### config.mk
export PLATFORM = sky130hd
export DESIGN_NAME = muldiv_unit
export DESIGN_NICKNAME = d
export VERILOG_FILES = /design/src/rtl/muldiv_pkg.sv /design/src/rtl/muldiv_sign_fix.sv /design/src/rtl/muldiv_unit.sv
export SDC_FILE = /design/constraint.sdc
export NUM_CORES = 1
export LEC_CHECK = 0
export BUFFER_PORTS_ARGS = -buffer_cell sky130_fd_sc_hd__buf_2
export CORE_MARGIN = 5
export CORE_UTILIZATION = 45
export CTS_CLUSTER_SIZE = 25
export DETAILED_ROUTE_END_ITERATION = 16
export MAX_ROUTING_LAYER = met4
export PLACE_DENSITY = 0.7
export SETUP_SLACK_MARGIN = 0.3
export SYNTH_ARGS = -nofsm -noshare
export SYNTH_HDL_FRONTEND = slang
export SYNTH_SLANG_ARGS = --single-unit
### constraint.sdc
create_clock -name clk -period 4.1 [get_ports clk]
set_input_delay 0.82 -clock clk [delete_from_list [all_inputs] [get_ports clk]]
set_output_delay 0.82 -clock clk [all_outputs]
set_load 0.05 [all_outputs]
### src/rtl/muldiv_pkg.sv
// Shared encodings for the HI/LO multiply/divide unit: op codes, FSM states
// and the default datapath width.
package muldiv_pkg;

    localparam int DEFAULT_WIDTH = 32;

    typedef enum logic [1:0] {
        OP_MULT  = 2'b00,
        OP_MULTU = 2'b01,
        OP_DIV   = 2'b10,
        OP_DIVU  = 2'b11
    } op_e;

    typedef enum logic [1:0] {
        S_IDLE = 2'b00,
        S_CALC = 2'b01,
        S_FIN  = 2'b10
    } state_e;

    function automatic logic op_signed(input logic [1:0] op);
        return (op == OP_MULT) || (op == OP_DIV);
    endfunction

    function automatic logic op_is_div(input logic [1:0] op);
        return op[1];
    endfunction

endpackage

### src/rtl/muldiv_sign_fix.sv
// Combinational sign handling: operand magnitudes going into the unsigned core,
// and sign/divide-by-zero correction of the raw core result coming out.
module muldiv_sign_fix
    import muldiv_pkg::*;
#(
    parameter int WIDTH = DEFAULT_WIDTH
) (
    input  logic [1:0]       op,
    input  logic [WIDTH-1:0] opa,
    input  logic [WIDTH-1:0] opb,
    output logic [WIDTH-1:0] mag_a,
    output logic [WIDTH-1:0] mag_b,
    input  logic [1:0]       res_op,
    input  logic [WIDTH-1:0] res_opa,
    input  logic [WIDTH-1:0] res_opb,
    input  logic [WIDTH-1:0] raw_hi,
    input  logic [WIDTH-1:0] raw_lo,
    output logic [WIDTH-1:0] fix_hi,
    output logic [WIDTH-1:0] fix_lo
);

    logic               sign_diff;
    logic               rem_neg;
    logic [2*WIDTH-1:0] prod;

    assign mag_a = (op_signed(op) && opa[WIDTH-1]) ? -opa : opa;
    assign mag_b = (op_signed(op) && opb[WIDTH-1]) ? -opb : opb;

    assign prod      = {raw_hi, raw_lo};
    assign sign_diff = op_signed(res_op) && (res_opa[WIDTH-1] ^ res_opb[WIDTH-1]);
    // Remainder follows the dividend so that quotient*divisor + remainder == dividend.
    assign rem_neg   = op_signed(res_op) && res_opa[WIDTH-1];

    // NOTE: every output gets a default first so no path through the block infers a latch.
    always_comb begin
        fix_hi = raw_hi;
        fix_lo = raw_lo;
        if (!op_is_div(res_op)) begin
            {fix_hi, fix_lo} = sign_diff ? -prod : prod;
        end else if (res_opb == '0) begin
            fix_hi = res_opa;
            fix_lo = '1;
        end else begin
            if (sign_diff) fix_lo = -raw_lo;
            if (rem_neg)   fix_hi = -raw_hi;
        end
    end

endmodule

### src/rtl/muldiv_unit.sv
// Iterative HI/LO multiply/divide unit: one bit per cycle shift-add multiply or
// restoring divide on magnitudes, with cancel and direct HI/LO writes.
module muldiv_unit
    import muldiv_pkg::*;
#(
    parameter int WIDTH = DEFAULT_WIDTH
) (
    input  logic             clk,
    input  logic             rst,
    input  logic             start,
    input  logic [1:0]       op,
    input  logic [WIDTH-1:0] opa,
    input  logic [WIDTH-1:0] opb,
    input  logic             cancel,
    input  logic             wr_hi,
    input  logic             wr_lo,
    input  logic [WIDTH-1:0] wr_data,
    output logic             busy,
    output logic             done,
    output logic             div_zero,
    output logic [WIDTH-1:0] hi,
    output logic [WIDTH-1:0] lo
);

    localparam int            CW   = $clog2(WIDTH);
    localparam logic [CW-1:0] LAST = CW'(WIDTH - 1);

    state_e           state, state_nxt;
    op_e              op_q;
    logic [WIDTH-1:0] opa_q, opb_q;
    logic [WIDTH-1:0] acc_hi, acc_lo, mb;
    logic [CW-1:0]    count;
    logic             accept, step, fin_write;
    logic [WIDTH-1:0] mag_a, mag_b, fix_hi, fix_lo;
    logic [WIDTH:0]   mul_sum, rem_sh, rem_diff;

    muldiv_sign_fix #(.WIDTH(WIDTH)) u_sign_fix (
        .op      (op),
        .opa     (opa),
        .opb     (opb),
        .mag_a   (mag_a),
        .mag_b   (mag_b),
        .res_op  (op_q),
        .res_opa (opa_q),
        .res_opb (opb_q),
        .raw_hi  (acc_hi),
        .raw_lo  (acc_lo),
        .fix_hi  (fix_hi),
        .fix_lo  (fix_lo)
    );

    // NOTE: all sequential state uses non-blocking assignment so every register samples pre-edge values.
    always_ff @(posedge clk or negedge rst) begin
        if (!rst) state <= S_IDLE;
        else      state <= state_nxt;
    end

    always_comb begin
        state_nxt = state;
        accept    = 1'b0;
        step      = 1'b0;
        fin_write = 1'b0;
        case (state)
            S_IDLE: if (start && !cancel) begin
                accept    = 1'b1;
                state_nxt = S_CALC;
            end
            S_CALC: if (cancel) begin
                state_nxt = S_IDLE;
            end else begin
                step = 1'b1;
                if (count == LAST) state_nxt = S_FIN;
            end
            S_FIN: begin
                fin_write = !cancel;
                state_nxt = S_IDLE;
            end
            default: state_nxt = S_IDLE;
        endcase
    end

    assign busy = (state != S_IDLE);

    // Multiply keeps {acc_hi, acc_lo} as partial product : remaining multiplier bits;
    // divide keeps them as partial remainder : quotient being shifted in.
    assign mul_sum  = {1'b0, acc_hi} + (acc_lo[0] ? {1'b0, mb} : '0);
    assign rem_sh   = {acc_hi, acc_lo[WIDTH-1]};
    assign rem_diff = rem_sh - {1'b0, mb};

    always_ff @(posedge clk or negedge rst) begin
        if (!rst) begin
            op_q   <= OP_MULT;
            opa_q  <= '0;
            opb_q  <= '0;
            acc_hi <= '0;
            acc_lo <= '0;
            mb     <= '0;
            count  <= '0;
        end else if (accept) begin
            op_q   <= op_e'(op);
            opa_q  <= opa;
            opb_q  <= opb;
            acc_hi <= '0;
            acc_lo <= mag_a;
            mb     <= mag_b;
            count  <= '0;
        end else if (step) begin
            count <= count + CW'(1);
            if (op_is_div(op_q)) begin
                if (!rem_diff[WIDTH]) begin
                    acc_hi <= rem_diff[WIDTH-1:0];
                    acc_lo <= {acc_lo[WIDTH-2:0], 1'b1};
                end else begin
                    acc_hi <= rem_sh[WIDTH-1:0];
                    acc_lo <= {acc_lo[WIDTH-2:0], 1'b0};
                end
            end else begin
                {acc_hi, acc_lo} <= {mul_sum, acc_lo[WIDTH-1:1]};
            end
        end
    end

    always_ff @(posedge clk or negedge rst) begin
        if (!rst) begin
            done     <= 1'b0;
            div_zero <= 1'b0;
            hi       <= '0;
            lo       <= '0;
        end else begin
            done <= fin_write;
            if (fin_write) begin
                hi <= fix_hi;
                lo <= fix_lo;
                if (op_is_div(op_q)) div_zero <= (opb_q == '0);
            end else if (state == S_IDLE && !start) begin
                if (wr_hi) hi <= wr_data;
                if (wr_lo) lo <= wr_data;
            end
        end
    end

endmodule

* After elaboration in Yosys (flattened, before gate mapping) *
Index checks and enable logic that the tools add are counted.

word-level totals
  logic and storage cells = 86
  output and inout bits = 67
  bits in registers = 235

operators by class
  equal/unequal tests = 7
  reductions and logical operators = 23
  bitwise operators = 1
  add/sub/neg operators = 8
  muxes and demuxes = 35

operator list
  operator               number
  $mux W32               22
  $neg A32 Y32           4
  $mux W64               1
  $neg A64 Y64           1
  $add A32 B32 Y33       1
  $sub A33 B32 Y33       1
  $logic_not A32 Y1      1
  $mux W5                2
  $reduce_bool A2 Y1     5
  $reduce_and A2 Y1      4
  $eq A2 B2 Y1 const B   3
  $logic_and A1 B1 Y1    6
  $logic_not A2 Y1       3
  $mux W1                6
  $mux W2                3
  $add A5 B1 Y5 const B  1
  $eq A5 B5 Y1 const B   1
  $pmux W2 S2            1
  $ne A3 B3 Y1 const B   1
  $eq A2 B1 Y1 const B   1
  $logic_not A1 Y1       2
  $logic_or A1 B1 Y1     2
  $ne A2 B2 Y1 const B   1
  $xor A1 B1 Y1          1

* Longest topological paths before layout *
  word-level depth = 7
  mapped depth = 16
  depth with buffers taken out = 14

* Cells and area by module *
From an unflattened synthesis, not the netlist that was laid out.

unflattened totals
  cells, all modules = 2275
  area, all modules = 18412.7 µm²

by module, submodules not included
  module           area each (µm²)  cells each  instances
  muldiv_unit      13825.8          1544        1
  muldiv_sign_fix  4586.9           731         1

* Least setup slack after synthesis *
No wires, ideal clock.

  kind = register -> register
  start point = register acc_lo[0]
  end point = register acc_hi[27]
  required time = 3.968 ns
  period minus slack after synthesis = 3.269 ns
  data arrival time = 3.137 ns
  cell stages (with the launch flop) = 16
  slack = 0.831 ns
  library setup time = 0.132 ns
  buffers on the path = 2
  cells stage by stage = dfrtp_1 > clkbuf_1 > inv_1 > clkbuf_1 > nor2_1 > ha_1 > a2111oi_0 > nand2_1 > nor3_1 > o31a_2 > nand2b_1 > a31oi_1 > a31oi_1 > xnor2_1 > a221oi_1 > o21ai_1

between the ends
  cells in the longest elaborated chain, start to end = 5

RTL lines
  item                    line                RTL
  start, declared         muldiv_unit.sv:31   logic [WIDTH-1:0] acc_hi, acc_lo, mb;
  start signal, assigned  muldiv_unit.sv:104  acc_lo <= mag_a;
  start signal, assigned  muldiv_unit.sv:112  acc_lo <= {acc_lo[WIDTH-2:0], 1'b1};
  start signal, assigned  muldiv_unit.sv:115  acc_lo <= {acc_lo[WIDTH-2:0], 1'b0};
  $mux W32                muldiv_unit.sv:86   assign mul_sum = {1'b0, acc_hi} + (acc_lo[0] ? {1'b0, mb} : '0);
  $add A32 B32 Y33        muldiv_unit.sv:86
  $mux W32                muldiv_unit.sv:109  if (op_is_div(op_q)) begin
  $mux W32                muldiv_unit.sv:107  end else if (step) begin
  $mux W32                muldiv_unit.sv:99   end else if (accept) begin
  end signal, assigned    muldiv_unit.sv:111  acc_hi <= rem_diff[WIDTH-1:0];
  end signal, assigned    muldiv_unit.sv:114  acc_hi <= rem_sh[WIDTH-1:0];
  end signal, assigned    muldiv_unit.sv:118  {acc_hi, acc_lo} <= {mul_sum, acc_lo[WIDTH-1:1]};
  end, declared           muldiv_unit.sv:31

No other way between the ends. The select of a mux whose other input is x is not followed.
A chain may end at the register's enable or synchronous reset.

* Final worst setup path *
  start point = register acc_lo[0]
  end point = register acc_hi[30]

The elaborated chain is that of the path after synthesis.

==> key figures <==
Power and ir drop
  • Sequential share of power: 0.246
  • Pleak: 0.00937 uW
  • Power per cell area: 721 nW/um^2
  • P_sw: 7110 uW
  • Net Sw Frac: 0.483
  • Total chip power: 14700 uW
  • Peak supply drop: 384 uV
  • Clock Power Share: 0.188
  • Gate power share: 0.566
  • Cell-internal power: 7620 uW

Place
  • Placed insts: 2904
  • I/O Buffers: 170
  • Post-DP HPWL: 49200 um
  • GP Congestion: 0.962

Synth
  • Register area share after synthesis: 0.327
  • Most frequent cell after synthesis: nand2_1
  • Mapped cell area: 17900 sq um
  • Largest area contributor in the netlist: dfrtp_1
  • Synthesized Nets: 2476
  • Avg Synthesized Cell Area: 7.79 sq um
  • Ys Warns: 0
  • Post-synth top area share: 0.327
  • FF+latch count, synth: 234
  • Ys flop type: dfrtp_1
  • Post-synth top cells: nand2_1 (439), dfrtp_1 (234), o21ai_0 (223)
  • Synth top area cells: dfrtp_1 (33%), nand2_1 (9.2%), o21ai_0 (6.2%)
  • Yosys cell types: 98
  • Number of synthesized flops with an enable pin: 0
  • Async set or reset register ratio after synthesis: 1.00
  • Post-Syn Instances: 2300

Timing
  • Clock skew: 0.0256 ns
  • Post-layout min period: 3.61 ns
  • Min Hold Slack: 0.202 ns
  • Least-Margin Pin Slew: 1.13 ns
  • RSZ-0062 raised after global routing: yes
  • Final worst-path cycle share: 0.881
  • Fin. Hold Viols: 0
  • Max-slew violations: 0
  • Setup Viol. Count Final: 0
  • Setup_tns: 0 ns
  • Rel. slew slack: 0.242
  • Max frequency: 277 MHz

CTS
  • Num CTS Buffers: 29
  • Post-CTS setup buffer count: 0
  • Deepest clock path buffer count: 3
  • Clk sinks: 234
  • Clock transition at the registers of the reported paths: 0.06 ns
  • Clock Latency Late Sink: 0.60 ns
  • CTS tree: yes
  • H-Tree Depth: 1
  • Root buffer cell: clkbuf_16

Cells and area
  • Fillers: 3809
  • Final Core Density: 0.516
  • Final #Nets: 2586
  • Final Non-Filler Cells: 2961
  • Area growth from synthesis to layout: 14.0%
  • Share of layout cells above drive strength 1: 0.144

Critical path
  • Buffer and inverter count on the worst path: 2
  • CP Data Arrival Time: 4.10 ns
  • Req. time, crit path: 4.59 ns
  • Slowest CP cell: dfrtp_1
  • Critical path's top delay family: compound AO/OA/AOI/OAI gates
  • Worst Path Max Fanout: 24
  • Most used cell, CP: a21o_1
  • Worst setup SP type: flop
  • Critical Path Sink Type: flop
  • Crit path cell chain: inv_1 > buf_4 > nor2_1 > ha_1 > a21o_1 > a21o_1 > a211oi_1 > o2bb2ai_1 > a31oi_2 > a21o_1 > a21o_1 > a31oi_1 > xor2_1 > a221oi_2
  • Critical path class: flop to flop
  • Max stage delay on crit path: 0.40 ns

GRT
  • Initial antenna violation count: 3
  • Vias in the first global route: 16800
  • All-Layer GR Usage: 0.290
  • GR Overflow Total: 0
  • First-pass GRT wire length: 99200 um
  • Largest net degree at the start of global routing: 108

Drt
  • # DRC: 0
  • Drt total wl: 64500 um
  • Via count: 17900
  • Drt wl/cell: 21.8 um
  • Drt initial violations: 1952
  • DRT antenna net count: 0
  • Vias/cell: 6.03
  • DR pass1 iterations: 6

Floorplanning
  • Core ar.: 39500 sq um
  • DIE WIDTH: 209 um
  • Top Ports: 171
  • Die H: 209 um
  • Starting density of the core: 0.453
  • Die area: 43900 sq um
  • Num rows: 73

Min path
  • Min-delay worst type: input pin to asynchronous set/reset pin

Run status
  • Status: completed

Run
  • Number of max-cap violations: 0
routing by layer:
metal	share of wire	global-route usage	up-vias
li1	-	-	8341
met1	0.44	0.416	8558
met2	0.43	0.429	834
met3	0.090	0.0414	121
met4	0.033	0.0880	0
met5	0	-	-
sequential cells by signal (all words and copies together) (netlist names):
| signal | flops |
|---|---|
| div_zero | 1 |
| hi | 32 |
| count | 5 |
| done | 1 |
| mb | 31 |
| opb_q | 32 |
| acc_hi | 32 |
| op_q | 2 |
| lo | 32 |
| opa_q | 32 |
| acc_lo | 32 |
| state | 2 |
cell families after synthesis:
group | count (synthesis) | synth area share
buffers and inverters | 216 | 0.0476
and+or+nand+nor | 864 | 0.220
DFF | 234 | 0.327
adders and majority gates | 72 | 0.0511
muxes | 52 | 0.0294
AOI/OAI and AO/OA | 679 | 0.235
xor gates and xnor gates | 183 | 0.0895
layout by cell type, fill, tap and decap left out, types with 36 or more instances in the layout:
| cell type | n |
|---|---|
| a211oi_1 | 37 |
| a21o_1 | 36 |
| a21oi_1 | 164 |
| a31oi_1 | 36 |
| buf_2 | 169 |
| buf_4 | 57 |
| dfrtp_1 | 233 |
| ha_1 | 70 |
| inv_1 | 62 |
| mux2i_1 | 50 |
| nand2_1 | 438 |
| nand3_1 | 38 |
| nor2_1 | 186 |
| nor3_1 | 39 |
| o21ai_0 | 223 |
| xnor2_1 | 96 |
| xor2_1 | 87 |
worst reg2reg max path: cells and delay by family (launching register included):
kind	cells	cell delay (ns)
compound gates	9	1.95
xor+xnor	1	0.11
fa+ha+maj	1	0.38
buf+inv	2	0.57
flops	1	0.40
simple gates	1	0.12
through the flow:
step | worst slack, ns | instance area [sq um]
after floorplan | 0.831 | 17900
after global placement | 0.582 | 19400
after detailed placement | 0.479 | 19400
after CTS | 0.455 | 20400
after global routing | 0.249 | 20400
final | 0.490 | 20400
power by group through the flow:
stage / logic (uW) / clock network, uW / registers, uW
after floorplan: 5530 / 0 / 3750
after global placement: 8080 / 0 / 3620
after detailed placement: 8140 / 0 / 3630
after CTS: 8200 / 2800 / 3590
after global routing: 9040 / 2900 / 3680
final: 8340 / 2770 / 3630
final cells by class:
class                           instances  area [sq um]  share of cell area
Tap cell                              525           657              0.0322
Clock inverter                         18           223              0.0109
Timing Repair Buffer                  231          1370              0.0670
Antenna cell                            3          7.51            0.000368
Clock buffer                           36           802              0.0393
Inverter                               64           240              0.0118
Multi-Input combinational cell       1850         11300               0.552
Sequential cell                       234          5860               0.287
final timing paths:
path                                       start  cells past startpoint  slack [ns]                endpoint
max reg2reg                acc_lo[0]$_DFFE_PN0P_                     14        0.49  acc_hi[30]$_DFFE_PN0P_
min in group clk                           op[1]                      3        0.43     op_q[1]$_DFFE_PN0P_
max in group asynchronous                    rst                      2        2.94  acc_lo[19]$_DFFE_PN0P_
min                                          rst                      1        0.20  acc_hi[10]$_DFFE_PN0P_
min reg2reg                opb_q[24]$_DFFE_PN0P_                      2        0.47   opb_q[24]$_DFFE_PN0P_
max                        acc_lo[0]$_DFFE_PN0P_                     14        0.49  acc_hi[30]$_DFFE_PN0P_
timing repair:
action	in CTS	in global routing
hold endpoints to repair	0	0
resized for setup	0	3
hold buffers	0	0
setup endpoints to repair	0	4
Note: power is estimated with default switching activity, not from simulation.
